$ cat src/rtl/ifmap_seq_pkg.sv
// Shared constants, state encoding and helpers for the ifmap read sequencer.
// Latency: n/a (declarations only).
// Backpressure: n/a.
package ifmap_seq_pkg;

  localparam int IFM_NUM_BRAMS = 16;
  localparam int IFM_ADDR_W    = 10;
  localparam int IFM_LEN_W     = IFM_ADDR_W + 1;
  localparam int SEL_W         = 4;
  localparam int NBANK_W       = 5;

  localparam logic [2:0] ST_IDLE  = 3'd0;
  localparam logic [2:0] ST_START = 3'd1;
  localparam logic [2:0] ST_RUN   = 3'd2;
  localparam logic [2:0] ST_DRAIN = 3'd3;
  localparam logic [2:0] ST_DONE  = 3'd4;

  typedef enum logic [2:0] {
    S_IDLE  = ST_IDLE,
    S_START = ST_START,
    S_RUN   = ST_RUN,
    S_DRAIN = ST_DRAIN,
    S_DONE  = ST_DONE
  } state_t;

  localparam logic MODE_CONV      = 1'b0;
  localparam logic MODE_TRANSCONV = 1'b1;

  // Highest bank index swept per address: 0 behaves as 1 bank, >16 as 16 banks.
  function automatic logic [SEL_W-1:0] nbank_to_sel_max(input logic [NBANK_W-1:0] nb);
    logic [NBANK_W-1:0] m1;
    m1 = nb - NBANK_W'(1);
    if (nb == '0)
      return '0;
    else if (nb > NBANK_W'(16))
      return SEL_W'(15);
    else
      return m1[SEL_W-1:0];
  endfunction

  // Index of the set bit in a one-hot bank enable vector.
  function automatic logic [SEL_W-1:0] onehot_to_sel(input logic [IFM_NUM_BRAMS-1:0] oh);
    logic [SEL_W-1:0] idx;
    idx = '0;
    for (int i = 0; i < IFM_NUM_BRAMS; i++) begin
      if (oh[i]) idx = idx | SEL_W'(i);
    end
    return idx;
  endfunction

endpackage

$ cat src/rtl/ifmap_seq_counter.sv
// Two-level read counter: bank select inner loop, address offset outer loop.
// Latency: counts advance on the edge where i_en is high; o_last is combinational.
// Backpressure: i_en low holds both levels (used for stall).
// Ports: i_clr zeroes both levels; i_sel_max / i_addr_max are inclusive wrap
// limits; o_last flags the final (sel, addr) pair of the sweep.
module ifmap_seq_counter #(
  parameter int SEL_W = 4,
  parameter int CNT_W = 11
) (
  input  logic             i_clk,
  input  logic             i_rst_n,
  input  logic             i_clr,
  input  logic             i_en,
  input  logic [SEL_W-1:0] i_sel_max,
  input  logic [CNT_W-1:0] i_addr_max,
  output logic [SEL_W-1:0] o_sel,
  output logic [CNT_W-1:0] o_addr,
  output logic             o_last
);

  logic [SEL_W-1:0] r_sel;
  logic [CNT_W-1:0] r_addr;
  logic             w_sel_wrap;

  assign w_sel_wrap = (r_sel == i_sel_max);

  always_ff @(posedge i_clk or negedge i_rst_n) begin
    if (!i_rst_n) begin
      r_sel  <= '0;
      r_addr <= '0;
    end else if (i_clr) begin
      r_sel  <= '0;
      r_addr <= '0;
    end else if (i_en) begin
      if (w_sel_wrap) begin
        r_sel  <= '0;
        r_addr <= r_addr + CNT_W'(1);
      end else begin
        r_sel <= r_sel + SEL_W'(1);
      end
    end
  end

  assign o_sel  = r_sel;
  assign o_addr = r_addr;
  assign o_last = w_sel_wrap && (r_addr == i_addr_max);

endmodule

$ cat src/rtl/ifmap_read_sequencer.sv
// Read-side controller for the 16-bank ifmap BRAM: mode pulses, conv/transconv
// read enables + addresses, dob-aligned bank select and data-valid strobe.
// Latency: start at edge k -> mode pulse k+1, first read k+2, first data_valid k+3.
// Backpressure: i_stall sampled at a RUN-cycle edge suppresses the read of the
// following cycle and holds the counters; no address is skipped or repeated.
// Ports: i_start/i_abort/i_stall control, i_cfg_* latched on start; o_start_*
// mode pulses, o_if_re_*/o_if_addr_rd_*_flat BRAM read side, o_ifmap_sel_transconv,
// o_data_valid, o_busy, o_done. Every output is a flop, all reset to 0.
module ifmap_read_sequencer
  import ifmap_seq_pkg::*;
#(
  parameter int NUM_BRAMS  = IFM_NUM_BRAMS,
  parameter int ADDR_WIDTH = IFM_ADDR_W,
  parameter int LEN_W      = IFM_LEN_W
) (
  input  logic                            i_clk,
  input  logic                            i_rst_n,
  input  logic                            i_start,
  input  logic                            i_abort,
  input  logic                            i_stall,
  input  logic                            i_cfg_mode,
  input  logic [ADDR_WIDTH-1:0]           i_cfg_base,
  input  logic [LEN_W-1:0]                i_cfg_len,
  input  logic [NBANK_W-1:0]              i_cfg_nbank,
  output logic                            o_start_conv,
  output logic                            o_start_transconv,
  output logic [NUM_BRAMS-1:0]            o_if_re_conv,
  output logic [NUM_BRAMS*ADDR_WIDTH-1:0] o_if_addr_rd_conv_flat,
  output logic [NUM_BRAMS-1:0]            o_if_re_transconv,
  output logic [NUM_BRAMS*ADDR_WIDTH-1:0] o_if_addr_rd_transconv_flat,
  output logic [SEL_W-1:0]                o_ifmap_sel_transconv,
  output logic                            o_data_valid,
  output logic                            o_busy,
  output logic                            o_done
);

  state_t                r_state;
  state_t                w_state_nxt;
  logic                  w_go;
  logic                  w_issue;

  logic                  r_mode;
  logic [ADDR_WIDTH-1:0] r_base;
  logic [LEN_W-1:0]      r_len;
  logic [SEL_W-1:0]      r_sel_max;
  logic                  r_all_issued;

  logic [SEL_W-1:0]      w_cnt_sel;
  logic [LEN_W-1:0]      w_cnt_addr;
  logic                  w_cnt_last;
  logic [LEN_W-1:0]      w_len_m1;
  logic [ADDR_WIDTH-1:0] w_rd_addr;

  logic                  r_start_conv;
  logic                  r_start_tc;
  logic [NUM_BRAMS-1:0]  r_re_conv;
  logic [ADDR_WIDTH-1:0] r_addr_conv;
  logic [NUM_BRAMS-1:0]  r_re_tc;
  logic [ADDR_WIDTH-1:0] r_addr_tc;
  logic [SEL_W-1:0]      r_sel_out;
  logic                  r_data_valid;
  logic                  r_busy;
  logic                  r_done;

  assign w_len_m1  = r_len - LEN_W'(1);
  // Address arithmetic deliberately wraps at the top of the BRAM.
  assign w_rd_addr = r_base + ADDR_WIDTH'(w_cnt_addr);

  ifmap_seq_counter #(
    .SEL_W (SEL_W),
    .CNT_W (LEN_W)
  ) u_counter (
    .i_clk      (i_clk),
    .i_rst_n    (i_rst_n),
    .i_clr      (w_go),
    .i_en       (w_issue),
    .i_sel_max  (r_sel_max),
    .i_addr_max (w_len_m1),
    .o_sel      (w_cnt_sel),
    .o_addr     (w_cnt_addr),
    .o_last     (w_cnt_last)
  );

  always_ff @(posedge i_clk or negedge i_rst_n) begin
    if (!i_rst_n) r_state <= S_IDLE;
    else          r_state <= w_state_nxt;
  end

  // Outputs are registered from this decision, so the state seen in a cycle
  // matches what the outputs show in that cycle (RUN cycles carry the reads).
  always_comb begin
    w_state_nxt = r_state;
    w_go        = 1'b0;
    w_issue     = 1'b0;
    case (r_state)
      S_IDLE: begin
        if (i_start) begin
          w_go        = 1'b1;
          w_state_nxt = S_START;
        end
      end
      S_START: begin
        if (r_len == '0) begin
          w_state_nxt = S_DRAIN;
        end else begin
          w_issue     = 1'b1;
          w_state_nxt = S_RUN;
        end
      end
      S_RUN: begin
        if (r_all_issued) w_state_nxt = S_DRAIN;
        else if (!i_stall) w_issue = 1'b1;
      end
      S_DRAIN: w_state_nxt = S_DONE;
      S_DONE:  w_state_nxt = S_IDLE;
      default: w_state_nxt = S_IDLE;
    endcase
    if (i_abort && (r_state != S_IDLE)) begin
      w_state_nxt = S_IDLE;
      w_issue     = 1'b0;
    end
  end

  always_ff @(posedge i_clk or negedge i_rst_n) begin
    if (!i_rst_n) begin
      r_mode       <= MODE_CONV;
      r_base       <= '0;
      r_len        <= '0;
      r_sel_max    <= '0;
      r_all_issued <= 1'b0;
    end else if (w_go) begin
      r_mode       <= i_cfg_mode;
      r_base       <= i_cfg_base;
      r_len        <= i_cfg_len;
      r_sel_max    <= (i_cfg_mode == MODE_TRANSCONV) ? nbank_to_sel_max(i_cfg_nbank) : '0;
      r_all_issued <= 1'b0;
    end else if (w_issue && w_cnt_last) begin
      r_all_issued <= 1'b1;
    end
  end

  always_ff @(posedge i_clk or negedge i_rst_n) begin
    if (!i_rst_n) begin
      r_start_conv <= 1'b0;
      r_start_tc   <= 1'b0;
      r_re_conv    <= '0;
      r_addr_conv  <= '0;
      r_re_tc      <= '0;
      r_addr_tc    <= '0;
      r_sel_out    <= '0;
      r_data_valid <= 1'b0;
      r_busy       <= 1'b0;
      r_done       <= 1'b0;
    end else begin
      r_start_conv <= w_go && (i_cfg_mode == MODE_CONV);
      r_start_tc   <= w_go && (i_cfg_mode == MODE_TRANSCONV);
      r_re_conv    <= {NUM_BRAMS{w_issue && (r_mode == MODE_CONV)}};
      r_addr_conv  <= (w_issue && (r_mode == MODE_CONV)) ? w_rd_addr : '0;
      r_re_tc      <= (w_issue && (r_mode == MODE_TRANSCONV)) ? (NUM_BRAMS'(1) << w_cnt_sel) : '0;
      r_addr_tc    <= (w_issue && (r_mode == MODE_TRANSCONV)) ? w_rd_addr : '0;
      // BRAM read latency is one cycle: dob of this cycle's read lands next cycle.
      r_data_valid <= (|r_re_conv) || (|r_re_tc);
      if (|r_re_tc) r_sel_out <= onehot_to_sel(r_re_tc);
      r_busy       <= (w_state_nxt != S_IDLE);
      r_done       <= (w_state_nxt == S_DONE);
    end
  end

  assign o_start_conv                = r_start_conv;
  assign o_start_transconv           = r_start_tc;
  assign o_if_re_conv                = r_re_conv;
  assign o_if_addr_rd_conv_flat      = {NUM_BRAMS{r_addr_conv}};
  assign o_if_re_transconv           = r_re_tc;
  assign o_if_addr_rd_transconv_flat = {NUM_BRAMS{r_addr_tc}};
  assign o_ifmap_sel_transconv       = r_sel_out;
  assign o_data_valid                = r_data_valid;
  assign o_busy                      = r_busy;
  assign o_done                      = r_done;

endmodule

$ cat config.mk
export PLATFORM = sky130hd
export DESIGN_NAME = ifmap_read_sequencer
export DESIGN_NICKNAME = d
export VERILOG_FILES = /design/src/rtl/ifmap_seq_pkg.sv /design/src/rtl/ifmap_seq_counter.sv /design/src/rtl/ifmap_read_sequencer.sv
export SDC_FILE = /design/constraint.sdc
export NUM_CORES = 1
export LEC_CHECK = 0
export BUFFER_PORTS_ARGS = -buffer_cell sky130_fd_sc_hd__buf_4
export CAP_MARGIN = 30
export CORE_AREA = 2 2 152 154
export CTS_CLUSTER_DIAMETER = 50
export DETAILED_ROUTE_END_ITERATION = 6
export DIE_AREA = 0 0 154 156
export SKIP_LAST_GASP = 1
export SYNTH_ARGS = -nofsm -noshare
export SYNTH_HDL_FRONTEND = slang
export SYNTH_HIERARCHICAL = 1
export SYNTH_SLANG_ARGS = --single-unit
export TNS_END_PERCENT = 20
$ cat constraint.sdc
create_clock -name i_clk -period 2.6 [get_ports i_clk]
set_input_delay 0.26 -clock i_clk [delete_from_list [all_inputs] [get_ports i_clk]]
set_output_delay 0.26 -clock i_clk [all_outputs]
set_load 0.01 [all_outputs]
======== Yosys cells after proc, flatten, opt, wreduce, memory -nomap -nowiden ========
Cells that the tools add are included.
storage, ports and cells
  register bits after elaboration ......... 91
  input port bits ......................... 32
  output and inout bits ................... 361
  logic and storage cells ................. 93
cells by class
  add/subtract/negate cells ............... 5
  order comparisons ....................... 1
  equality and inequality tests ........... 6
  shifts and indexed selects .............. 1
  muxes and demuxes ....................... 41
  bitwise operators ....................... 2
  reductions and logical operators ........ 19
operators with widths
  operator                                                                count
  4-bit two-way mux                                                       14
  11-bit two-way mux                                                      3
  16-bit OR reduction                                                     2
  3-bit two-way mux                                                       7
  10-bit two-way mux                                                      2
  16-bit two-way mux                                                      1
  1-bit by 4-bit << shifter with 16-bit output (first input constant)     1
  3-bit case mux with 4 select lines                                      1
  11-bit by 1-bit adder with 11-bit output (second input constant)        1
  11-bit equality test                                                    1
  11-bit zero test                                                        1
  11-bit by 1-bit subtractor with 11-bit output (second input constant)   1
  10-bit adder                                                            1
  1-bit two-way mux                                                       10
  1-bit logical AND                                                       7
  3-bit by 2-bit equality test with 1-bit output (second input constant)  2
  2-bit nonzero test                                                      3
  3-bit nonzero test                                                      2
  5-bit > comparator (second input constant)                              1
  5-bit zero test                                                         1
  4-bit by 1-bit adder with 4-bit output (second input constant)          1
  4-bit equality test                                                     1
  2-bit two-way mux                                                       2
  4-bit by 1-bit subtractor with 4-bit output (second input constant)     1
  other kinds (7)                                                         8

======== Depth between registers and ports, before layout ========
  word-level depth ........................ 15
  gate-level depth with buffers ........... 10
  gate-level depth less buffers ........... 9

======== Hierarchy ========
The synthesis kept the hierarchy.
by module, submodules not included
  module                times used  cells each  area an instance (um2)  seq. area each (um2)
  ifmap_read_sequencer  1           673         5990.7                  1901.8
  ifmap_seq_counter     1           104         953.4                   375.4

======== Least setup slack after synthesis ========
OpenSTA, ideal clock, no wires.
  kind .................................... register to register
  from .................................... register r_state[1]
  to ...................................... register u_counter.r_addr[5], in the netlist u_counter/o_addr[5]
  library setup time ...................... 0.081 ns
  arrival ................................. 2.336 ns
  data required time ...................... 2.519 ns
  slack ................................... 0.183 ns
  cell stages (with the launch flop) ...... 9
  buffers on the path ..................... 2
  period minus slack after synthesis ...... 2.417 ns
  cell sequence ........................... dfrtp_1 -> buf_2 -> or3b_4 -> a31oi_4 -> o21a_1 -> clkbuf_1 -> nand4_1 -> or4_1 -> a21oi_1
between the ends
  word-level cells in the longest chain between the ends .. 5
  elaborated cells between the ends (all ways) .. 12
  those cells by class .................... eq/ne (2); mux (4); reduce/logical (6)
RTL lines
  item                                                                            line                                                     RTL
  start, declared                                                                 ifmap_read_sequencer.sv:37                               state_t r_state;
  start signal, assigned                                                          ifmap_read_sequencer.sv:86                               else r_state <= w_state_nxt;
  3-bit by 2-bit equality test with 1-bit output, or another cell as far along    ifmap_read_sequencer.sv:95                               case (r_state)
  1-bit case mux with 2 select lines / 1-bit logical AND (equally long branches)  ifmap_read_sequencer.sv:95, ifmap_read_sequencer.sv:118
  1-bit two-way mux (*)                                                           ifmap_read_sequencer.sv:118                              if (i_abort && (r_state != S_IDLE)) begin
  named net w_issue                                                               ifmap_read_sequencer.sv:40                               logic w_issue;
  2-bit nonzero test (no line) (*)                                                -
  2-bit AND reduction (no line) (*)                                               -
  end signal, assigned                                                            ifmap_seq_counter.sv:37                                  r_addr <= r_addr + CNT_W'(1);
  end, declared                                                                   ifmap_seq_counter.sv:22                                  logic [CNT_W-1:0] r_addr;
The timed path passes the listed nets; every way through them passes the cells marked *.
A chain may end at the register's enable or synchronous reset.

======== Final worst setup path ========
  from .................................... register r_state[1]
  to ...................................... register u_counter.r_addr[7], in the netlist u_counter/o_addr[7]
The elaborated chain is that of the path after synthesis.

==> metrics <==
root buffer cell clkbuf_16; most frequent cell after synthesis buf_4; Hold Crit Class input port to asynchronous set/reset pin; fin crit period 2390 ps; Post-Syn Area per Cell 8.94 sq um; Slew HR 50.9%; failing checks hold timing; Post-synth EDFFs 0; Worst Clk Skew 9.73 ps; PD cells 1060 nW/um^2; Critical Path Fanout Max 8; register area share after synthesis 32.8%; CTS clk-pin slew, worst paths 60 ps; Top delay family on crit path simple AND/OR/NAND/NOR gates; Clock Sinks 91; first-pass GRT wire length 23.4 mm; Resized cells post-CTS 0; cts hold-fix bufs 0; Critical Path RT 2880 ps; Worst Max-Slew Pin Slew 737 ps; Starting Density 31.0%; CP peak stage delay 480 ps; max_cap viols 0; setup TNS 0 ps; CP Class flip-flop to flip-flop; die area 24000 sq um; Setup Slack @ Placement 224 ps; gr usage total 12.2%; Commonest cells post-synth buf_4, dfrtp_1, nand2_1; Total Power 8770 uW; Post-DP HPWL 12.7 mm; Synth Warn # 6; Cells after Synth 777; Clock Tree Buf Depth 2; Mapped Nets 824; total global routing overflow 0; largest net degree at the start of global routing 60; Synth area leader buf_4; Top FF cell, synth dfrtp_1; Die Height 156 microns; vias per inst 4.28; Nets 914; post-synth top area share 34.1%; Antenna diodes 0; final wirelength 16.4 mm; Final Cycle Share 91.8%; RSZ-0062 raised after global routing false; routability cong. 0.808; Yosys reg bits 91; ANT nets after route 0; DR WL/cell 14.2 microns; number of global-route vias before repair 4231; Die Wd 154 microns; Final Max Tran Viols 0; DRT Pass-1 Iters 4; Core ar. 22400 sq um; status finished, violations left; cells along the critical path or3b_4, a31oi_4, o21a_1, nand4_1, or4_1, a21oi_1; CP Launch Type flip-flop; layout cell share with drive strength beyond 1 50.5%; detailed router's first-iteration violation count 245; synth-to-layout area growth 19.1%; Fillers 2310; initial antenna violation count 0; DRC 0; crit end category flip-flop; Min Hold Slack -23.8 ps; via count 4956; IO buf count 392; Netlist cell types 62; final setup fails 0; WP data arrival 2660 ps; cts bufs inserted 9; CP max-delay cell or4_1; CTS tree built; setup ws final 213 ps; Post-CTS Repair Setup Buffers 0; final hold vios 56; P_leak 0.00445 uW; placed cells 1141; H-Tree Depth 3; CP bufs+invs 0; f_max 419 MHz; Synth async-reset ratio 100%; Synth area leaders buf_4, dfrtp_1, nand2_1; io pins 393; VDD IR max 0.551 mV; Post-Syn Area 6940 sq um; cell row count 55; Finished Layout Cells 1157; worst skew pair latency 350 ps
## state kept, by name (all words and copies together) (netlist names), 10 cells and up
name and cells:
o_if_re_transconv 16, r_base 10, r_addr_tc 10, r_len 11, r_addr_conv 10, u_counter/o_addr 11
## worst paths after layout
| path | cells after the start | end | slack (ps) | startpoint |
|---|---|---|---|---|
| max reg2reg | 6 | u_counter/o_addr[7] | 210 | r_state[1] |
| min | 1 | u_counter/o_addr[9] | -20 | i_rst_n |
| max in group asynchronous | 2 | r_base[6] | 1900 | i_rst_n |
| max | 6 | u_counter/o_addr[7] | 210 | r_state[1] |
| min reg2reg | 2 | r_base[2] | 490 | r_base[2] |
| min in group i_clk | 2 | o_start_conv | 90 | i_cfg_mode |
## per-stage QoR
step | cell area [sq um] | utilization, % | hold WS [ps]
after floorplan | 6940 | - | -35.6
after global placement | 7940 | 35.5 | 374
after detailed placement | 7940 | 35.5 | 383
after CTS | 8260 | 37.0 | 6.40
after global routing | 8270 | 37.0 | 46.8
final | 8270 | 37.0 | -23.8
## final cells by class
class                   instances  area, sq um  area share (%)
inverters                      19         71.3           0.862
clock inverters                 5         86.3            1.04
clock buffers                  11          243            2.94
repair buffers                409         3070            37.1
multi-input cells             337         2160            26.2
flip-flops and latches         91         2280            27.5
well taps                     285          357            4.31
## routing by layer
layer | vias to the layer above | part of all wire (%) | GRT usage (%)
met1 | 2339 | 42 | 15.5
met4 | 0 | 1.0 | 3.34
met3 | 12 | 5.0 | 2.06
li1 | 2452 | - | -
met2 | 153 | 52 | 21.4
met5 | - | 0 | 0
## worst register-to-register path, stage by stage (launching register included)
cell and delay [ps]:
dfrtp_1 460, or3b_4 440, a31oi_4 280, o21a_1 240, nand4_1 260, or4_1 480
a21oi_1 150
## where the power goes
part	total [uW]	internal (uW)	switching, uW
registers	2470	1780	687
clock network	1430	874	560
logic	4870	2430	2440
## cell usage in the layout, fill, tap and decap left out, drive strengths merged, types with 4 or more instances in the layout
cell type and instances:
buf 409, dfrtp 91, nand2 83, nor2 33, xnor2 21, a21oi 21, inv 18, nor3 18
o21ai 17, or4 15, ha 14, nor4 12, clkbuf 11, nand3 10, nand2b 10, o31ai 8
mux2i 8, xor2 7, nand4 6, o2111ai 5, clkinv 4
## cells by family (layout without fill, tap and decap cells)
family	after synthesis	count (layout)	synth area share [%]
buf+inv	349	444	36.1
simple gates	204	204	15.1
flops	91	91	32.8
compound gates	78	78	7.93
xor+xnor	28	28	3.53
fa+ha+maj	17	17	3.10
mux	10	10	1.48
Note: power is estimated with default switching activity, not from simulation.
